===== config.mk =====
export PLATFORM = sky130hd
export DESIGN_NAME = vga_pattern_sched
export DESIGN_NICKNAME = d
export VERILOG_FILES = /design/src/rtl/vga_pkg.sv /design/src/rtl/vga_frame_edge.sv /design/src/rtl/vga_pattern_sched.sv
export SDC_FILE = /design/constraint.sdc
export NUM_CORES = 1
export LEC_CHECK = 0
export BUFFER_PORTS_ARGS = -buffer_cell sky130_fd_sc_hd__buf_2
export CAP_MARGIN = 20
export CORE_MARGIN = 2
export CORE_UTILIZATION = 52
export DETAILED_ROUTE_END_ITERATION = 7
export PLACE_DENSITY = 0.83
export SLEW_MARGIN = 20
export SYNTH_ARGS = -nofsm -noshare
export SYNTH_HDL_FRONTEND = slang
export SYNTH_SLANG_ARGS = --single-unit

===== constraint.sdc =====
create_clock -name clk -period 1.6 [get_ports clk]
set_input_delay 0.32 -clock clk [delete_from_list [all_inputs] [get_ports clk]]
set_output_delay 0.32 -clock clk [all_outputs]
set_load 0.01 [all_outputs]

===== src/rtl/vga_pkg.sv =====
`default_nettype none
// +--------------------------------------------------------------------+
// | vga_pkg: shared scheduler state, defaults and pattern encoding.    |
// | Rev 1.0                                                            |
// +--------------------------------------------------------------------+
package vga_pkg;

  typedef enum logic [1:0] {
    IDLE,
    ARM,
    RUN,
    PAUSED
  } sched_state_t;

  localparam int VGA_NUM_PATTERNS = 8;
  localparam int VGA_HOLD_FRAMES  = 60;
  localparam int VGA_PAT_W        = 3;

  // Index values understood by the colour-pattern generator.
  typedef enum logic [VGA_PAT_W-1:0] {
    PAT_BARS   = 3'd0,
    PAT_GRAY   = 3'd1,
    PAT_CHECK  = 3'd2,
    PAT_GRID   = 3'd3,
    PAT_RED    = 3'd4,
    PAT_GREEN  = 3'd5,
    PAT_BLUE   = 3'd6,
    PAT_WHITE  = 3'd7
  } vga_pattern_t;

endpackage
`default_nettype wire


===== src/rtl/vga_frame_edge.sv =====
`default_nettype none
// +--------------------------------------------------------------------+
// | vga_frame_edge: rising-edge detector on the timing frame_start.    |
// | Rev 1.0                                                            |
// +--------------------------------------------------------------------+
module vga_frame_edge (
  input  logic clk,
  input  logic rst_n,
  input  logic frame_start_i,
  output logic fs_rise_o
);

  logic fs_q;

  always_ff @(posedge clk or negedge rst_n) begin
    if (!rst_n) begin
      fs_q <= 1'b0;
    end else begin
      fs_q <= frame_start_i;
    end
  end

  assign fs_rise_o = frame_start_i & ~fs_q;

endmodule
`default_nettype wire


===== src/rtl/vga_pattern_sched.sv =====
`default_nettype none
// +--------------------------------------------------------------------+
// | vga_pattern_sched: frame-synchronous pattern scheduler with pause, |
// | single-step; VGA_SCHED_PINGPONG_EN selects up/down sequencing.     |
// | Rev 1.0                                                            |
// +--------------------------------------------------------------------+
module vga_pattern_sched
  import vga_pkg::*;
#(
  parameter  int NUM_PATTERNS = VGA_NUM_PATTERNS,
  parameter  int PAT_W        = VGA_PAT_W,
  parameter  int HOLD_FRAMES  = VGA_HOLD_FRAMES,
  localparam int CNT_W        = $clog2(HOLD_FRAMES + 1)
) (
  input  logic             clk,
  input  logic             rst_n,
  input  logic             enable_i,
  input  logic             frame_start_i,
  input  logic             pause_i,
  input  logic             step_req_i,
  output logic [PAT_W-1:0] pattern_sel_o,
  output logic             pattern_valid_o,
  output logic [CNT_W-1:0] frame_cnt_o,
  output logic             wrap_pulse_o
);

  localparam logic [PAT_W-1:0] PAT_LAST  = PAT_W'(NUM_PATTERNS - 1);
  localparam logic [PAT_W-1:0] PAT_FIRST = PAT_W'(PAT_BARS);
  localparam logic [CNT_W-1:0] CNT_LAST  = CNT_W'(HOLD_FRAMES - 1);

  logic fs_rise;

  vga_frame_edge u_frame_edge (
    .clk           (clk),
    .rst_n         (rst_n),
    .frame_start_i (frame_start_i),
    .fs_rise_o     (fs_rise)
  );

  sched_state_t     state_q, state_d;
  logic [PAT_W-1:0] pat_q, pat_d;
  logic             valid_q, valid_d;
  logic [CNT_W-1:0] cnt_q, cnt_d;
  logic             wrap_q, wrap_d;
  logic             step_q, step_d;
  logic             adv;
`ifdef VGA_SCHED_PINGPONG_EN
  logic             down_q, down_d;
`endif

  always_comb begin
    state_d = state_q;
    pat_d   = pat_q;
    valid_d = valid_q;
    cnt_d   = cnt_q;
    wrap_d  = 1'b0;
    step_d  = step_q;
    adv     = 1'b0;
`ifdef VGA_SCHED_PINGPONG_EN
    down_d  = down_q;
`endif

    if (!enable_i) begin
      state_d = IDLE;
      pat_d   = PAT_FIRST;
      valid_d = 1'b0;
      cnt_d   = '0;
      step_d  = 1'b0;
`ifdef VGA_SCHED_PINGPONG_EN
      down_d  = 1'b0;
`endif
    end else begin
      case (state_q)
        IDLE: state_d = ARM;
        ARM: begin
          if (fs_rise) begin
            state_d = RUN;
            pat_d   = PAT_FIRST;
            valid_d = 1'b1;
            cnt_d   = '0;
          end
        end
        RUN: begin
          // A pause seen together with a frame edge suppresses the count.
          if (pause_i) begin
            state_d = PAUSED;
          end else if (fs_rise) begin
            if (cnt_q == CNT_LAST) begin
              cnt_d = '0;
              adv   = 1'b1;
            end else begin
              cnt_d = cnt_q + CNT_W'(1);
            end
          end
        end
        PAUSED: begin
          if (!pause_i) begin
            state_d = RUN;
            step_d  = 1'b0;
          end else if (fs_rise && (step_q || step_req_i)) begin
            cnt_d  = '0;
            step_d = 1'b0;
            adv    = 1'b1;
          end else if (step_req_i) begin
            step_d = 1'b1;
          end
        end
        default: state_d = IDLE;
      endcase
    end

    if (adv) begin
`ifdef VGA_SCHED_PINGPONG_EN
      if (!down_q) begin
        pat_d = pat_q + PAT_W'(1);
        if (pat_d == PAT_LAST) begin
          down_d = 1'b1;
          wrap_d = 1'b1;
        end
      end else begin
        pat_d = pat_q - PAT_W'(1);
        if (pat_d == PAT_FIRST) begin
          down_d = 1'b0;
          wrap_d = 1'b1;
        end
      end
`else
      if (pat_q == PAT_LAST) begin
        pat_d  = PAT_FIRST;
        wrap_d = 1'b1;
      end else begin
        pat_d = pat_q + PAT_W'(1);
      end
`endif
    end
  end

  always_ff @(posedge clk or negedge rst_n) begin
    if (!rst_n) begin
      state_q <= IDLE;
      pat_q   <= PAT_FIRST;
      valid_q <= 1'b0;
      cnt_q   <= '0;
      wrap_q  <= 1'b0;
      step_q  <= 1'b0;
`ifdef VGA_SCHED_PINGPONG_EN
      down_q  <= 1'b0;
`endif
    end else begin
      state_q <= state_d;
      pat_q   <= pat_d;
      valid_q <= valid_d;
      cnt_q   <= cnt_d;
      wrap_q  <= wrap_d;
      step_q  <= step_d;
`ifdef VGA_SCHED_PINGPONG_EN
      down_q  <= down_d;
`endif
    end
  end

  assign pattern_sel_o   = pat_q;
  assign pattern_valid_o = valid_q;
  assign frame_cnt_o     = cnt_q;
  assign wrap_pulse_o    = wrap_q;

endmodule
`default_nettype wire

==> metrics.md <==
| Metric | Value |
|---|---|
| Reg-to-reg startpoint | `frame_cnt_o[1]` |
| Area growth, synth to finish | `20.1%` |
| Layout cells sized above 1 | `34.0%` |
| Crit path max fanout | `4` |
| Wirelength per Cell | `14.7 µm` |
| Rel. slew slack | `73.9%` |
| CP endpoint | `pattern_sel_o[0]` |
| Fin crit period | `1.63 ns` |
| Clk slew on worst S/H paths | `0.09 ns` |
| Worst R2R Path Depth | `5` |
| Fin Hold WS | `0.147 ns` |
| GRT Util Overall | `20.7%` |
| Yosys warns | `0` |
| I/O Buffers | `16` |
| N_diodes | `0` |
| CTS root buffer | `clkbuf_4` |
| Placed instance count | `109` |
| Highest clock rate | `614 MHz` |
| HPWL after detailed placement | `1.21 mm` |
| Worst Setup End Kind | `register` |
| CTS buffer count | `3` |
| CP arrival | `1.82 ns` |
| Most common cell after layout, fill and taps aside | `buf_2` |
| Worst-case clock buffer depth | `2` |
| Syn avg cell area | `11.1 µm²` |
| Max cap viols | `0` |
| Initial core utilization | `55.8%` |
| Drt drc | `0` |
| Vias per Instance | `6.07` |
| Gpl congestion | `0.758` |
| Maximum vdd drop | `0.489 mV` |
| FF-to-FF End | `pattern_sel_o[0]` |
| Ports | `17` |
| First-pass iteration count of the detailed router | `4` |
| P_leak | `0.523 nW` |
| 1st-iter DRT viols | `6` |
| FF+latch count, synth | `15` |
| Failing checks | `setup timing` |
| Post-synth top flop | `dfrtp_1` |
| Routed Antenna Nets | `0` |
| Setup ws final | `-0.0275 ns` |
| Die ar. | `0.00195 mm²` |
| First-pass GRT wire length | `2.95 mm` |
| R2R Setup Slk | `-0.03 ns` |
| Total Routed Length | `1.71 mm` |
| Startpoint types | `register` |
| # rows | `14` |
| Unrepaired setup endpoints after global routing | `true` |
| Synth cell types | `34` |
| Setup CP Type | `register to register` |
| Cell Area, Synth | `841 µm²` |
| Grt ovf | `0` |
| Worst setup startpoint | `frame_cnt_o[1]` |
| Pwr/cell area | `698 mW/mm²` |
| Worst Tran Pin Value | `0.391 ns` |
| Setup violations, final | `3` |
| Layout Nets | `110` |
| Asr flop ratio synth | `100%` |
| Most frequent cells in the layout | `buf_2, dfrtp_1, buf_4` |
| Number of flops mapped to enable cells by yosys | `0` |
| Vias in the first global route | `663` |
| CTS tree | `built` |
| Sink Count | `15` |
| Register area share after synthesis | `44.6%` |
| Synth Instances | `76` |
| Die Wd | `44.2 µm` |
| Core area | `0.00151 mm²` |
| Die height | `44.2 µm` |
| Layout Cells excl Fill | `116` |
| H-Tree Level Count | `1` |
| Hold Fails Final Rpt | `0` |
| Worst clock skew | `0.00245 ns` |
| Syn_nets | `85` |
| Required time of the worst setup path | `1.79 ns` |
| Min-Delay Path Class | `input pin to register` |
| Clock Latency Late Sink | `0.29 ns` |
| Largest net degree at the start of global routing | `16` |
| DR vias | `704` |
| Period utilisation layout | `102%` |
| Antenna violations before repair | `0` |
| Status | `finished, violations left` |
| Final Max Tran Viols | `0` |
what timing repair did:
action | in CTS | in global routing
setup buffers | 0 | 2
hold endpoints to repair | 15 | 0
hold buffers | 1 | 0
gates resized for setup | 0 | 3
setup endpoints to repair | 0 | 7
worst max-delay path, stage by stage, from the launching register on:
cell,delay (ns)
dfrtp_1,0.41
ha_2,0.21
nand4_1,0.17
o41ai_2,0.28
a31oi_1,0.20
a22o_1,0.27
state kept, by name (all words and copies together), names as in the netlist:
name and cells:
step_q 1, u_frame_edge.fs_q 1, pattern_valid_o 1, state_q 2, pattern_sel_o 3, frame_cnt_o 6
wrap_pulse_o 1
kinds of logic (layout without fill, tap and decap cells):
kind of cell / Yosys count / after routing / synth area share (%)
AOI/OAI and AO/OA: 25 / 25 / 26.3
adders and majority gates: 3 / 3 / 4.46
buffers and inverters: 5 / 29 / 2.98
DFF: 15 / 15 / 44.6
muxes: 1 / 1 / 1.19
and+or+nand+nor: 27 / 27 / 20.4
per-layer routing:
metal	vias up	global-route usage (%)	wire (µm)
met5	-	0	0
met4	0	9.09	24
met3	2	3.67	55
met2	14	32.6	842
met1	349	27.7	788
li1	339	-	-
synthesized netlist by cell type, types with 2 or more instances:
cell type,count,area [µm²]
a31oi_1,2,12.5
a22o_1,2,17.5
nor2_1,3,11.3
o22a_1,2,17.5
and3b_1,2,17.5
nand3_1,3,15.0
ha_1,3,37.5
nand2b_1,2,12.5
nor3b_1,4,30.0
nor2b_1,4,25.0
o211a_1,2,20.0
a21oi_1,4,20.0
nand2_1,3,11.3
and3_1,3,18.8
dfrtp_1,15,375
o21ai_0,3,15.0
inv_1,2,7.51
layout make-up:
class,instances,area (µm²)
fill,125,497
multi-input combinational,56,443
sequential,15,377
timing repair buffer,23,135
clock buffer,3,22.5
tap,16,20.0
inverter,2,7.51
clock inverter,1,5.00
metrics by stage:
step / TNS (ns) / cell area, µm² / setup WS, ns / total power (W) / utilization, %
2_1_floorplan: 0 / 841 / 0.0643 / 0.000451 / -
3_5_place_dp: 0 / 953 / 0.0426 / 0.000485 / 63.3
3_3_place_gp: 0 / 953 / 0.0602 / 0.000481 / 63.3
4_1_cts: 0 / 991 / 0.0156 / 0.000709 / 65.8
6_report: -0.0612 / 1010 / -0.0275 / 0.000704 / 67.0
5_1_grt: -0.506 / 1010 / -0.104 / 0.000733 / 67.0
report_power, final:
| group | leakage (nW) | total, W | internal (W) | switching [W] |
|---|---|---|---|---|
| sequential | 0.203 | 0.000397 | 0.000386 | 0.0000112 |
| combinational | 0.302 | 0.0000830 | 0.0000367 | 0.0000463 |
| clock | 0.0177 | 0.000224 | 0.0000932 | 0.000131 |
worst min path at each step:
stage                                    to  depth (start not counted)           from  slack, ns
after floorplan              frame_cnt_o[0]                          0          rst_n       0.02
after global placement       frame_cnt_o[3]                          1          rst_n       0.24
after detailed placement     frame_cnt_o[3]                          1          rst_n       0.24
after CTS                 u_frame_edge.fs_q                          1  frame_start_i       0.14
after global routing      u_frame_edge.fs_q                          1  frame_start_i       0.15
final                     u_frame_edge.fs_q                          1  frame_start_i       0.15
(Power assumes the default switching activity.)
